==> src/rtl/cpu_pkg.sv <==
// Shared CPU definitions: opcodes, memory funct3 codes and the
// load/store unit state and queue entry types.
package cpu_pkg;

    localparam logic [6:0] OP_R  = 7'b0110011;
    localparam logic [6:0] OP_I  = 7'b0010011;
    localparam logic [6:0] OP_S  = 7'b0100011;
    localparam logic [6:0] OP_U  = 7'b0110111;
    localparam logic [6:0] OP_LW = 7'b0000011;

    localparam logic [2:0] F3_BYTE = 3'b000;
    localparam logic [2:0] F3_WORD = 3'b010;

    // Widest completion tag an entry can carry.
    localparam int TAG_MAX = 16;

    typedef enum logic [1:0] {
        S_IDLE,
        S_REQ,
        S_WAIT,
        S_WB
    } lsuState_t;

    typedef struct packed {
        logic               read;
        logic               write;
        logic [2:0]         funct3;
        logic [31:0]        addr;
        logic [31:0]        wdata;
        logic [TAG_MAX-1:0] tag;
    } lsuEntry_t;

    function automatic logic lsuIsError(lsuEntry_t e);
        logic badF3;
        logic misaligned;
        badF3 = (e.funct3 != F3_BYTE) && (e.funct3 != F3_WORD);
        misaligned = (e.funct3 == F3_WORD) && (e.addr[1:0] != 2'b00);
        return (e.read && e.write) || badF3 || misaligned;
    endfunction

endpackage

==> src/rtl/load_store_unit_if.sv <==
// Data memory request/grant/response bus between the LSU and memory.
interface load_store_unit_if;

    logic        mem_req;
    logic        mem_gnt;
    logic        mem_we;
    logic [31:0] mem_addr;
    logic [3:0]  mem_be;
    logic [31:0] mem_wdata;
    logic        mem_rvalid;
    logic [31:0] mem_rdata;

    modport master (
        output mem_req, mem_we, mem_addr, mem_be, mem_wdata,
        input  mem_gnt, mem_rvalid, mem_rdata
    );

    modport slave (
        input  mem_req, mem_we, mem_addr, mem_be, mem_wdata,
        output mem_gnt, mem_rvalid, mem_rdata
    );

endinterface

==> src/rtl/lsu_fifo.sv <==
// Synchronous FIFO of LSU queue entries; head is valid whenever
// the queue is non-empty.
module lsu_fifo
    import cpu_pkg::*;
#(
    parameter int DEPTH = 4
) (
    input  logic      clk,
    input  logic      rst_n,
    input  logic      push,
    input  lsuEntry_t pushData,
    input  logic      pop,
    output logic      full,
    output logic      empty,
    output lsuEntry_t head
);

    localparam int PW = $clog2(DEPTH);
    localparam logic [PW-1:0] PTR_ONE = PW'(1);
    localparam logic [PW:0] CNT_ONE = (PW + 1)'(1);
    localparam logic [PW:0] CNT_FULL = (PW + 1)'(DEPTH);

    lsuEntry_t slots [DEPTH];
    logic [PW-1:0] rdPtr;
    logic [PW-1:0] wrPtr;
    logic [PW:0] count;
    logic doPush;
    logic doPop;

    assign full = (count == CNT_FULL);
    assign empty = (count == '0);
    assign doPush = push && !full;
    assign doPop = pop && !empty;
    assign head = slots[rdPtr];

    always_ff @(posedge clk) begin
        if (doPush) begin
            slots[wrPtr] <= pushData;
        end
    end

    always_ff @(posedge clk or negedge rst_n) begin
        if (!rst_n) begin
            rdPtr <= '0;
            wrPtr <= '0;
            count <= '0;
        end else begin
            if (doPush) begin
                wrPtr <= wrPtr + PTR_ONE;
            end
            if (doPop) begin
                rdPtr <= rdPtr + PTR_ONE;
            end
            unique case ({doPush, doPop})
                2'b10:   count <= count + CNT_ONE;
                2'b01:   count <= count - CNT_ONE;
                default: count <= count;
            endcase
        end
    end

endmodule

==> src/rtl/load_store_unit.sv <==
// In-order load/store unit: queues memory ops, runs one bus transaction
// at a time, steers byte lanes and broadcasts completions on the CDB.
module load_store_unit
    import cpu_pkg::*;
#(
    parameter int DEPTH = 4,
    parameter int TAG_W = 6
) (
    input  logic               clk,
    input  logic               rst_n,
    input  logic               in_valid,
    output logic               in_ready,
    input  logic               in_mem_read,
    input  logic               in_mem_write,
    input  logic [2:0]         in_funct3,
    input  logic [31:0]        in_addr,
    input  logic [31:0]        in_wdata,
    input  logic [TAG_W-1:0]   in_tag,
    load_store_unit_if.master  mem,
    output logic               cdb_valid,
    input  logic               cdb_ready,
    output logic [TAG_W-1:0]   cdb_tag,
    output logic [31:0]        cdb_data,
    output logic               cdb_store,
    output logic               cdb_exc,
    output logic               busy
);

    lsuState_t state;
    lsuState_t nextState;
    lsuEntry_t inEntry;
    lsuEntry_t head;
    logic full;
    logic empty;
    logic push;
    logic pop;
    logic headErr;
    logic isByte;
    logic [7:0] laneByte;
    logic [31:0] loadData;
    logic [31:0] result;
    logic unusedTag;

    assign inEntry = '{
        read:   in_mem_read,
        write:  in_mem_write,
        funct3: in_funct3,
        addr:   in_addr,
        wdata:  in_wdata,
        tag:    TAG_MAX'(in_tag)
    };

    // Entries with neither read nor write are accepted but never queued.
    assign in_ready = !full;
    assign push = in_valid && !full && (in_mem_read || in_mem_write);

    lsu_fifo #(
        .DEPTH(DEPTH)
    ) u_fifo (
        .clk     (clk),
        .rst_n   (rst_n),
        .push    (push),
        .pushData(inEntry),
        .pop     (pop),
        .full    (full),
        .empty   (empty),
        .head    (head)
    );

    assign headErr = lsuIsError(head);
    assign isByte = (head.funct3 == F3_BYTE);
    assign laneByte = mem.mem_rdata[{head.addr[1:0], 3'b000} +: 8];
    assign loadData = isByte ? {{24{laneByte[7]}}, laneByte}
                             : mem.mem_rdata;
    assign busy = !empty || (state != S_IDLE);
    assign unusedTag = ^head.tag;

    always_ff @(posedge clk or negedge rst_n) begin
        if (!rst_n) begin
            state <= S_IDLE;
            result <= '0;
        end else begin
            state <= nextState;
            if (state == S_WAIT && mem.mem_rvalid) begin
                result <= loadData;
            end
        end
    end

    always_comb begin
        nextState = state;
        pop = 1'b0;
        mem.mem_req = 1'b0;
        mem.mem_we = 1'b0;
        mem.mem_addr = '0;
        mem.mem_be = '0;
        mem.mem_wdata = '0;
        cdb_valid = 1'b0;
        cdb_tag = '0;
        cdb_data = '0;
        cdb_store = 1'b0;
        cdb_exc = 1'b0;
        unique case (state)
            S_IDLE: begin
                if (!empty) begin
                    nextState = headErr ? S_WB : S_REQ;
                end
            end
            S_REQ: begin
                mem.mem_req = 1'b1;
                mem.mem_we = head.write;
                mem.mem_addr = {head.addr[31:2], 2'b00};
                mem.mem_be = (head.write && isByte)
                           ? (4'b0001 << head.addr[1:0]) : 4'b1111;
                mem.mem_wdata = isByte ? {4{head.wdata[7:0]}}
                                       : head.wdata;
                if (mem.mem_gnt) begin
                    nextState = head.write ? S_WB : S_WAIT;
                end
            end
            S_WAIT: begin
                if (mem.mem_rvalid) begin
                    nextState = S_WB;
                end
            end
            S_WB: begin
                cdb_valid = 1'b1;
                cdb_tag = head.tag[TAG_W-1:0];
                cdb_data = (head.write || headErr) ? '0 : result;
                cdb_store = head.write && !head.read;
                cdb_exc = headErr;
                if (cdb_ready) begin
                    pop = 1'b1;
                    nextState = S_IDLE;
                end
            end
            default: nextState = S_IDLE;
        endcase
    end

endmodule
==> src/flat_wrapper.sv <==
// flat-port wrapper written by rule: the top's interface ports become plain ports
module load_store_unit_flat import cpu_pkg::*;
#(
    parameter int DEPTH = 4,
    parameter int TAG_W = 6
)
  (clk, rst_n, in_valid, in_ready, in_mem_read, in_mem_write, in_funct3, in_addr, in_wdata, in_tag, cdb_valid, cdb_ready, cdb_tag, cdb_data, cdb_store, cdb_exc, busy, mem_mem_req, mem_mem_we, mem_mem_addr, mem_mem_be, mem_mem_wdata, mem_mem_gnt, mem_mem_rvalid, mem_mem_rdata);
  load_store_unit_if mem_i ();
  input  logic clk;
  input  logic rst_n;
  input  logic in_valid;
  output logic in_ready;
  input  logic in_mem_read;
  input  logic in_mem_write;
  input  logic [2:0] in_funct3;
  input  logic [31:0] in_addr;
  input  logic [31:0] in_wdata;
  input  logic [TAG_W-1:0] in_tag;
  output logic cdb_valid;
  input  logic cdb_ready;
  output logic [TAG_W-1:0] cdb_tag;
  output logic [31:0] cdb_data;
  output logic cdb_store;
  output logic cdb_exc;
  output logic busy;
  output wire logic [$bits(mem_i.mem_req)-1:0] mem_mem_req;
  output wire logic [$bits(mem_i.mem_we)-1:0] mem_mem_we;
  output wire logic [$bits(mem_i.mem_addr)-1:0] mem_mem_addr;
  output wire logic [$bits(mem_i.mem_be)-1:0] mem_mem_be;
  output wire logic [$bits(mem_i.mem_wdata)-1:0] mem_mem_wdata;
  input wire logic [$bits(mem_i.mem_gnt)-1:0] mem_mem_gnt;
  input wire logic [$bits(mem_i.mem_rvalid)-1:0] mem_mem_rvalid;
  input wire logic [$bits(mem_i.mem_rdata)-1:0] mem_mem_rdata;
  assign mem_mem_req = mem_i.mem_req;
  assign mem_mem_we = mem_i.mem_we;
  assign mem_mem_addr = mem_i.mem_addr;
  assign mem_mem_be = mem_i.mem_be;
  assign mem_mem_wdata = mem_i.mem_wdata;
  assign mem_i.mem_gnt = mem_mem_gnt;
  assign mem_i.mem_rvalid = mem_mem_rvalid;
  assign mem_i.mem_rdata = mem_mem_rdata;
  load_store_unit #(.DEPTH(DEPTH), .TAG_W(TAG_W)) u_core (.clk(clk), .rst_n(rst_n), .in_valid(in_valid), .in_ready(in_ready), .in_mem_read(in_mem_read), .in_mem_write(in_mem_write), .in_funct3(in_funct3), .in_addr(in_addr), .in_wdata(in_wdata), .in_tag(in_tag), .mem(mem_i), .cdb_valid(cdb_valid), .cdb_ready(cdb_ready), .cdb_tag(cdb_tag), .cdb_data(cdb_data), .cdb_store(cdb_store), .cdb_exc(cdb_exc), .busy(busy));
endmodule
==> config.mk <==
export PLATFORM = sky130hd
export DESIGN_NAME = load_store_unit_flat
export DESIGN_NICKNAME = d
export VERILOG_FILES = /design/src/rtl/cpu_pkg.sv /design/src/rtl/load_store_unit_if.sv /design/src/rtl/lsu_fifo.sv /design/src/rtl/load_store_unit.sv /design/src/flat_wrapper.sv
export SDC_FILE = /design/constraint.sdc
export NUM_CORES = 1
export LEC_CHECK = 0
export ABC_AREA = 1
export ABC_CLOCK_PERIOD_IN_PS = 4000
export CAP_MARGIN = 5
export CORE_ASPECT_RATIO = 1.25
export CORE_MARGIN = 5
export CORE_UTILIZATION = 49
export DETAILED_ROUTE_END_ITERATION = 10
export PLACE_DENSITY_LB_ADDON = 0.15
export RECOVER_POWER = 100
export SLEW_MARGIN = 15
export SYNTH_ARGS = -nofsm -noshare
export SYNTH_HDL_FRONTEND = slang
export SYNTH_SLANG_ARGS = --single-unit
==> constraint.sdc <==
create_clock -name clk -period 4 [get_ports clk]
set_input_delay 0.4 -clock clk [delete_from_list [all_inputs] [get_ports clk]]
set_output_delay 0.4 -clock clk [all_outputs]
set_load 0.05 [all_outputs]
---- Word level (Yosys, flattened, before mapping) ----
Memories as Yosys holds them, arrays and structs flattened.
Index checks and enable logic that the tools add are counted.
Widths: inputs -> output; s select.
storage, ports and cells
  register bits ........................... 41
  latch bits .............................. 0
  bits in writable memories ............... 300
  ROM bits ................................ 0
  output and inout bits ................... 113
  memories ................................ 1
cells by class
  $add $sub $neg .......................... 4
  multiply operators ...................... 0
  divide/modulo/power cells ............... 0
  order comparisons ....................... 0
  equal/unequal tests ..................... 12
  shift-type cells ........................ 2
  multiplexer cells ....................... 26
  bitwise gates (word level) .............. 0
  reduce and logical (&&, ||, !) cells .... 26
memories
  name                 words  width  read ports  clocked after Yosys merged registers in  wr ports  line            source
  u_core.u_fifo.slots  4      75     1           0                                        1         lsu_fifo.sv:23  lsuEntry_t slots [DEPTH];
operator list
  kind                 number
  $mux 32              6
  $shiftx 32x6->8      1
  $logic_and 1x1->1    10
  $mux 1               10
  $mux 2               5
  $mux 4               2
  $ne 2x2->1 const B   4
  $pmux 2 s4           1
  $eq 2x2->1 const B   3
  $logic_not 3->1      2
  $mux 6               1
  $pmux 3 s2           1
  $reduce_bool 2->1    3
  $logic_or 1x1->1     5
  $add 2x1->2 const B  2
  $eq 2x1->1 const B   2
  $reduce_and 4->1     1
  $shl 1x2->4 const A  1
  $add 3x1->3 const B  1
  $eq 3x2->1 const B   1
  $eq 3x3->1 const B   1
  $logic_not 1->1      3
  $ne 3x2->1 const B   1
  $reduce_bool 3->1    1
  other kinds (2)      2

---- Logic depth before layout (Yosys ltp) ----
Gate-level depths: netlist (run 1).
An unclocked memory read counts as a cell.
  depth in word-level cells ............... 8
  depth in mapped cells ................... 14

---- Modules after synthesis ----
Synthesis (run 1) repeated with hierarchy kept, for this count alone.
unflattened totals
  cell total of the unflattened synthesis .. 1,528
  area, all modules ....................... 16,821.1 sq um
by module, submodules not included
  module           times used  cells each  area an instance (sq um)  sequential area each (sq um)
  lsu_fifo         1           1,053       13,840.8                  10,385.0
  load_store_unit  1           475         2,980.4                   850.8

---- Worst setup path before layout (run 1) ----
OpenSTA, ideal clock, no wires.
  path type ............................... reg2reg
  from .................................... register u_core.u_fifo.count[0]
  to ...................................... memory u_core.u_fifo.slots[0][0] (netlist name), enable pin
  data arrival time ....................... 4.446 ns
  required time ........................... 3.491 ns
  path slack .............................. -0.955 ns
  cell stages (with the launch flop) ...... 5
  period minus slack after synthesis ...... 4.955 ns
  path through ............................ dfrtp_1 > inv_1 > nand3_1 > o211ai_1 > nor2_1
on the way
  longest elaborated chain between the ends .. 7
RTL lines
  element                         line                   source
  from (decl)                     lsu_fifo.sv:26         logic [PW:0] count;
  from (signal assigned)          lsu_fifo.sv:55         2'b10: count <= count + CNT_ONE;
  from (signal assigned)          lsu_fifo.sv:56         2'b01: count <= count - CNT_ONE;
  from (signal assigned)          lsu_fifo.sv:57         default: count <= count;
  $eq 3x3->1 *                    lsu_fifo.sv:30         assign full = (count == CNT_FULL);
  $logic_not 1->1 *               n/a
  via in_ready                    flat_wrapper.sv:12     output logic in_ready;
  $logic_and 1x1->1 (2 in a row)  load_store_unit.sv:55  assign push = in_valid && !full && (in_mem_read || in_mem_write);
  $logic_and 1x1->1 *             lsu_fifo.sv:32         assign doPush = push && !full;
  $mux 1 *                        lsu_fifo.sv:37         if (doPush) begin
  $mux 1 (not written as such) *  lsu_fifo.sv:38         slots[wrPtr] <= pushData;
  to (decl)                       lsu_fifo.sv:23
The timed path passes the listed nets; every way through them passes the cells marked *.

---- Worst setup path after layout (run 1) ----
  from .................................... register u_core.u_fifo.rdPtr[0]
  to ...................................... output mem_mem_wdata[23]
on the way
  longest elaborated chain between the ends .. 4
RTL lines
  element                 line                    source
  from (decl)             lsu_fifo.sv:24          logic [PW-1:0] rdPtr;
  from (signal assigned)  lsu_fifo.sv:52          rdPtr <= rdPtr + PTR_ONE;
  $mem_v2 4x75 *          n/a
  $logic_not 3->1         load_store_unit.sv:71   assign isByte = (head.funct3 == F3_BYTE);
  $mux 32 *               load_store_unit.sv:115  mem.mem_wdata = isByte ? {4{head.wdata[7:0]}}
  $mux 32 *               load_store_unit.sv:103  unique case (state)
  to (decl)               flat_wrapper.sv:30      output wire logic [$bits(mem_i.mem_wdata)-1:0] mem_mem_wdata;
Every way passes the cells marked *; elsewhere a longest branch is shown, timed or not.

==> summary.txt, run 1 <==
Outcome
  • Outcome: complete, but fails checks
  • Violated checks: max-capacitance violations, max-slew violations

Die
  • Die Y: 202 um
  • Die X: 163 um
  • Initial Utilization: between 40% and 50%
  • Core area: 29200 um2
  • Die Area: 33000 um2
  • Num ports: 226
  • # rows: 70

Worst setup path
  • CP required: 3600 ps
  • Buf/Inv on CP: 2
  • Max FO, Critical Path: 82
  • Delay-heaviest family, CP: compound AO/OA/AOI/OAI gates
  • Setup CP Type: reg -> out
  • Critical-path cell list: buf_4 -> nand2_1 -> nand2_1 -> a21oi_1 -> a211oi_1 -> a21oi_1 -> a21oi_1 -> buf_2
  • Setup crit end kind: primary output
  • WP data arrival: about 3400 ps
  • CP max stage delay: 720 ps
  • Most frequent CP cell: a21oi_1
  • Critical Path Slowest Stage Cell: buf_4
  • Startpoint Class: flip-flop

STA
  • RSZ-0062 raised after global routing: no
  • Clock period minus worst slack: 3800 ps
  • Measured slew at the worst slew-check pin: 2380 ps
  • Slew headroom: -58.7%
  • # setup viols final: 0
  • Worst clock skew: 14.1 ps
  • Fmax: 263 MHz
  • Final Cycle Share: 95.1%
  • Endpoints failing hold: 0
  • Setup TNS: 0 ps
  • Final Max Slew Viols: 179

Detailed routing
  • DR WL/cell: 18.9 um
  • Vias per cell: 5.27
  • Post-route DRC: 0
  • Pre-antenna DRT Iters: 5
  • Routed Antenna Nets: 0
  • Iter 0 DRT Violations: 717
  • Final wirelength: 35600 um
  • Via Count: around 10000

Yosys
  • Commonest cells in the netlist: 300 x edfxtp_1, 232 x nand2_1, 191 x nor2_1, 166 x a21oi_1, 76 x o21ai_0
  • Synth area leaders: edfxtp_1 63%, dfrtp_1 7.1%, nand2_1 6.0%, a21oi_1 5.8%, nor2_1 5.0%
  • Ys async rst share: about an eighth
  • Synthesis-stage register bit count: between 300 and 400
  • Cells after synthesis: approximately 1300
  • Warnings, synthesis: 0
  • Synth Flop Type: edfxtp_1
  • Synth top area share: 62.5%
  • Library cells used by synthesis: 31
  • Yosys top cell by area: edfxtp_1
  • Sequential share of the synthesized area: 69.6%
  • Number of synthesized flops with an enable pin: 300
  • Most common cell in the netlist: edfxtp_1
  • Syn_area_per_cell: 11.4 um2
  • Cell area after synthesis: 14400 um2

Clock tree
  • Clock transition at path regs: 60 ps
  • Hold Buf Count CTS: 0
  • Setup Fix Bufs, Post-CTS: 0
  • H-tree levels: 2
  • CTS tree: done
  • Clock buffer count from CTS: 35
  • Clk sink count: between 300 and 400
  • # resized after CTS: 0
  • CTS Buffer Depth: 3
  • Later-pin clock latency in the skew report: 500 ps
  • CTS Root Cell: clkbuf_16

Global routing
  • Antenna violations before repair: 7
  • Congestion Overflow GR: 0
  • Global Route Usage Sum: 21.2%
  • Number of global-route vias before repair: between 9000 and 10000
  • First-pass GRT wire length: between 50000 and 60000 um
  • Largest net degree at the start of global routing: 83

Layout
  • Nets: 1591
  • Design area: around 18000 um2
  • Fill cells: 2368
  • Layout cells sized above 1: 9.99%
  • Area growth syn-to-layout: 25.2%

Placement
  • Post-DP HPWL: ~22000 um
  • Final GP Congestion: ~0.84
  • Placed cell area: 17200 um2
  • I/O Buffers: around 220

Power
  • Pwr/cell area: 794 nW/um2
  • Lkg Pwr: 6.83 nW
  • VDD IR max: 0.451 mV

Job
  • MaxCap Viol Count: 5

Min path
  • Worst Hold Class: reg -> reg
[per-stage QoR]
| step | util, % | instances | total power [mW] | worst slack [ps] | hold WS, ps |
|---|---|---|---|---|---|
| after global routing | 61.8 | 1888 | 15.1 | 34.2 | 508 |
| after global placement | 59.1 | 1825 | 11.5 | 740 | 462 |
| final | 61.9 | 1889 | 14.3 | 198 | 479 |
| after detailed placement | 59.1 | 1825 | 11.6 | 663 | 466 |
| after CTS | 62.8 | 1886 | 14.7 | 117 | 88.6 |
| after floorplan | - | 1263 | 9.62 | -955 | 104 |
[worst paths after layout]
| path | startpoint | depth (start not counted) | to | slack, ps |
|---|---|---|---|---|
| min in group asynchronous | rst_n | 1 | u_core.result[7] | 620 |
| worst min register to register | u_core.result[6] | 2 | u_core.result[6] | 480 |
| max in group asynchronous | rst_n | 1 | u_core.u_fifo.rdPtr[0] | 1700 |
| worst min-delay path | u_core.result[6] | 2 | u_core.result[6] | 480 |
| worst max register to register | u_core.u_fifo.rdPtr[1] | 10 | u_core.result[9] | 370 |
| worst max-delay path | u_core.u_fifo.rdPtr[0] | 8 | mem_mem_wdata[23] | 200 |
[state kept, by name (all words and copies together) (netlist names)]
| register | count |
|---|---|
| u_core.u_fifo.slots | 300 |
| u_core.state | 2 |
| u_core.result | 32 |
| u_core.u_fifo.count | 3 |
| u_core.u_fifo.rdPtr | 2 |
| u_core.u_fifo.wrPtr | 2 |
[cells by family after synthesis]
| group | after synthesis | share of synthesized area, % |
|---|---|---|
| xor gates and xnor gates | 4 | 0.243 |
| other | 1 | 0.0260 |
| DFF | 341 | 69.6 |
| AOI/OAI and AO/OA | 277 | 10.7 |
| buffers and inverters | 136 | 4.36 |
| adders and majority gates | 11 | 1.01 |
| and+or+nand+nor | 492 | 14.0 |
[routing by layer]
| layer | vias to the layer above | part of all wire (%) | GRT usage [%] |
|---|---|---|---|
| li1 | 4782 | - | - |
| met1 | 4774 | 41 | 28.0 |
| met2 | 337 | 50 | 35.4 |
| met3 | 58 | 7.0 | 4.84 |
| met4 | 10 | 2.1 | 5.87 |
| met5 | - | 0.15 | 0 |
[cells in the final DEF (no fill, tap or decap), drive strengths merged]
master / count
o211ai: 1
a32o: 24
nand3: 33
nor2: 221
buf: 50
a21oi: 166
diode: 2
ha: 10
xor2: 3
clkinv: 10
o21ai: 77
edfxtp: 300
nand4: 1
xnor2: 1
a211oi: 8
dfrtp: 41
o22ai: 1
clkdlybuf4s50: 36
clkbuf: 89
bufinv: 3
nand2: 237
conb: 2
clkinvlp: 1
inv: 60
dlygate4sd3: 115
fa: 1
[worst reg2reg max path, cell delays in order (launching register included)]
cell,delay [ps]
dfrtp_2,410
clkinv_2,290
buf_4,340
nor2_1,70
nand2_1,60
nand3_1,90
nand3_2,150
clkbuf_1,1130
inv_2,280
nand2_2,530
a21oi_1,140
[where the power goes]
part / internal, mW / leakage (nW) / switching [mW]
Sequential: 4.61 / 3.20 / 0.222
Combinational: 1.71 / 3.11 / 4.69
Clock: 1.81 / 0.519 / 1.27
Total: 8.13 / 6.83 / 6.18
[cell type report]
cell class,count,area [um2],share of cell area [%]
flip-flops and latches,341,10000,55.7
well taps,396,495,2.75
inverters,59,225,1.25
clock buffers,46,917,5.08
multi-input cells,786,3720,20.6
repair buffers,244,2480,13.8
clock inverters,15,155,0.860
diodes,2,5.00,0.0277
(Power assumes the default switching activity.)
==> run 2, diff against run 1 <==
--- a/config.mk
+++ b/config.mk
@@ -10,7 +10,8 @@
 export CAP_MARGIN = 5
 export CORE_ASPECT_RATIO = 1.25
 export CORE_MARGIN = 5
-export CORE_UTILIZATION = 49
+export CORE_UTILIZATION = 50
+export CTS_BUF_LIST = sky130_fd_sc_hd__clkbuf_2
 export DETAILED_ROUTE_END_ITERATION = 10
 export PLACE_DENSITY_LB_ADDON = 0.15
 export RECOVER_POWER = 100
@@ -18,3 +19,4 @@
 export SYNTH_ARGS = -nofsm -noshare
 export SYNTH_HDL_FRONTEND = slang
 export SYNTH_SLANG_ARGS = --single-unit
+export TNS_END_PERCENT = 30
==> run 2 against run 1 <==
  * The run still ends with max-capacitance violations, max-slew violations left
  * Sequential power barely moved
  * Sequential share of layout area rose by 0.37 points
  * Clock power fell by 33%
  * Die area fell by 1.9%
  * Utilization rose by 1.2 points
  * Routed wire length fell by 0.85%
  * Via count rose by 3.6%
  * Worst setup slack got worse by 67 ps
  * Critical endpoint is now mem_mem_addr[23]
  * Largest power group unchanged
  * Highest routed layer unchanged
==> summary.txt, run 2 (same netlist as run 1, synthesis figures left out) <==
Layout
  • Nets: 1643 (+3.3%)
  • Most common cell after layout, fill and taps aside: edfxtp_1
  • Design area: 17900 um2 (-0.66%)
  • Biggest register: u_core.u_fifo.slots
  • Layout cells sized above 1: 17.2% (+7.3 points)
  • Max reg flops: 300 (unchanged)
  • Final core utilization: 63.1% (+1.2 points)
  • Commonest cells after routing, fill and taps aside: 300 x edfxtp_1, 232 x nand2_1, 187 x nor2_1
  • Area growth syn-to-layout: 24.4%
  • Largest regs: u_core.u_fifo.slots (300), u_core.result (32), u_core.u_fifo.count (3)

Clock tree
  • H-tree levels: 3 (+1)
  • CTS Root Cell: clkbuf_2
  • Later-pin clock latency in the skew report: 850 ps (+350 ps)
  • CTS tree: done
  • CTS Buffer Depth: 3 (unchanged)
  • Clock transition at path regs: 100 ps (+40 ps)
  • Clk sink count: 341 (unchanged)
  • Clock buffer count from CTS: 80 (+130%)

Outcome
  • Outcome: complete, but fails checks
  • Violated checks: max-capacitance violations, max-slew violations

Detailed routing
  • Post-route DRC: 0 (unchanged)
  • Iter 0 DRT Violations: 685 (-4.5%)
  • DR WL/cell: 18.2 um (-3.5%)
  • Routed Antenna Nets: 0 (unchanged)
  • Final wirelength: 35300 um (-0.85%)
  • Via Count: 10320 (+3.6%)
  • Pre-antenna DRT Iters: 5 (unchanged)
  • Vias per cell: 5.32 (+0.88%)

Die
  • Core area: 28400 um2 (-2.6%)
  • # rows: 69 (-1.4%)
  • Die Area: 32300 um2 (-1.9%)
  • Die Y: 200 um (-0.96%)
  • Initial Utilization: 50.7% (+1.3 points)
  • Num ports: 226 (unchanged)
  • Die X: 162 um (-0.94%)

STA
  • Worst hold slack: 236 ps (-243 ps)
  • Final Cycle Share: 96.7% (+1.7 points)
  • RSZ-0062 raised after global routing: yes
  • Final worst setup slack: 130 ps (-67.4 ps)
  • # setup viols final: 0 (unchanged)
  • Slew headroom: -56.4% (+2.3 points)
  • Measured slew at the worst slew-check pin: 2350 ps (-34.5 ps)
  • Fmax: 258 MHz (-1.7%)
  • Endpoints failing hold: 0 (unchanged)
  • Clock period minus worst slack: 3870 ps (+67.4 ps)
  • Worst clock skew: 32.2 ps (+18.2 ps)
  • Final Max Slew Viols: 187 (+4.5%)

Worst setup path
  • Setup CP Type: reg -> out
  • Setup crit end kind: primary output
  • Startpoint Class: flip-flop
  • CP required: 3600 ps (about the same)
  • Max FO, Critical Path: 34 (-59%)
  • Worst R2R Start: u_core.u_fifo.count[0]
  • WP data arrival: 3470 ps (+70 ps)
  • Worst Setup SP: u_core.state[1]

Global routing
  • Global Route Usage Sum: 21.5% (+0.28 points)
  • First-pass GRT wire length: 54300 um (-0.98%)
  • Number of global-route vias before repair: 10189 (+2.7%)
  • Antenna violations before repair: 8 (+1)
  • Largest net degree at the start of global routing: 137 (+65%)
  • Congestion Overflow GR: 0 (unchanged)

Power
  • Total power: 13.6 mW (-4.8%)
  • Lkg Pwr: 6.87 nW (+0.52%)
  • Pwr/cell area: 761 nW/um2 (-4.1%)
  • VDD IR max: 0.494 mV (+9.4%)

Min path
  • Worst Hold Class: in -> reg
  • Hold Crit Start: mem_mem_rdata[2]

Placement
  • Final GP Congestion: 0.831 (-1.0%)
  • Dpl ws: 788 ps (+125 ps)
  • I/O Buffers: 223 (unchanged)
  • Post-DP HPWL: 21100 um (-3.7%)
  • Placed cell area: 17100 um2 (-0.63%)

Job
  • MaxCap Viol Count: 5 (unchanged)
==> run 2: changes by cell type in the layout (fill, tap and decap cells not counted), moves of 7 or more <==
cell | before | now
clkbuf_2 | 26 | 125
clkdlybuf4s50_1 | 36 | 76
dlygate4sd3_1 | 115 | 76
buf_4 | 15 | 50
clkbuf_16 | 35 | 1
nor2_1 | 218 | 187
nor2_2 | 1 | 30
clkbuf_1 | 27 | 5
clkinv_1 | 6 | 14
a211oi_1 | 1 | 8
a211oi_2 | 7 | 0
==> run 2: stage by stage <==
stage	cells	setup TNS, ps
final	1940	0
after CTS	1930	-49.3
after global placement	1786	0
after floorplan	1263	-290230
after global routing	1936	-1750
after detailed placement	1786	0
==> run 2: layout make-up <==
cell class,count,area (um2)
clock inverters,20,83.8
repair buffers,250,2700
clock buffers,120,601
fillers,2270,10500
multi-input cells,787,3810
diodes,8,20.0
inverters,59,225
well taps,355,444
flip-flops and latches,341,10000
==> run 2: routing by layer <==
metal  track usage [%]  routed length, um  vias up
met3              5.26               2340       63
met4              7.71                863        4
met2              37.1              17700      354
li1                  -                  -     4957
met5                 0                 18        -
met1              26.6              14400     4942
==> run 2: worst max-delay path, stage by stage (launching register included) <==
cell	delay, ps
dfrtp_1	440
inv_1	110
ha_1	180
buf_4	190
inv_2	580
buf_4	330
a21oi_1	80
clkdlybuf4s50_1	720
==> run 2: report_power, final <==
group / internal [mW] / switching [mW] / leakage [nW]
logic: 1.98 / 4.73 / 3.13
registers: 4.60 / 0.242 / 3.20
clock network: 0.793 / 1.28 / 0.540
total: 7.38 / 6.25 / 6.87
==> run 2: final timing paths <==
path	to	slack [ps]	depth (start not counted)
max	mem_mem_addr[23]	130	7
min	u_core.result[2]	240	5
max reg2reg	u_core.u_fifo.slots[2][52]	770	6
min reg2reg	u_core.u_fifo.count[0]	480	1
max in group asynchronous	u_core.u_fifo.rdPtr[0]	1540	2
min in group asynchronous	u_core.u_fifo.count[2]	830	2
==> run 2: timing repair <==
action                                 CTS  global route
gates resized for setup                  2             4
endpoints found under the hold margin   41             0
gates cloned                             1             1
pin swaps                                0             0
hold buffers                             1             0
buffers inserted                         2             1
setup endpoints to repair               33            76
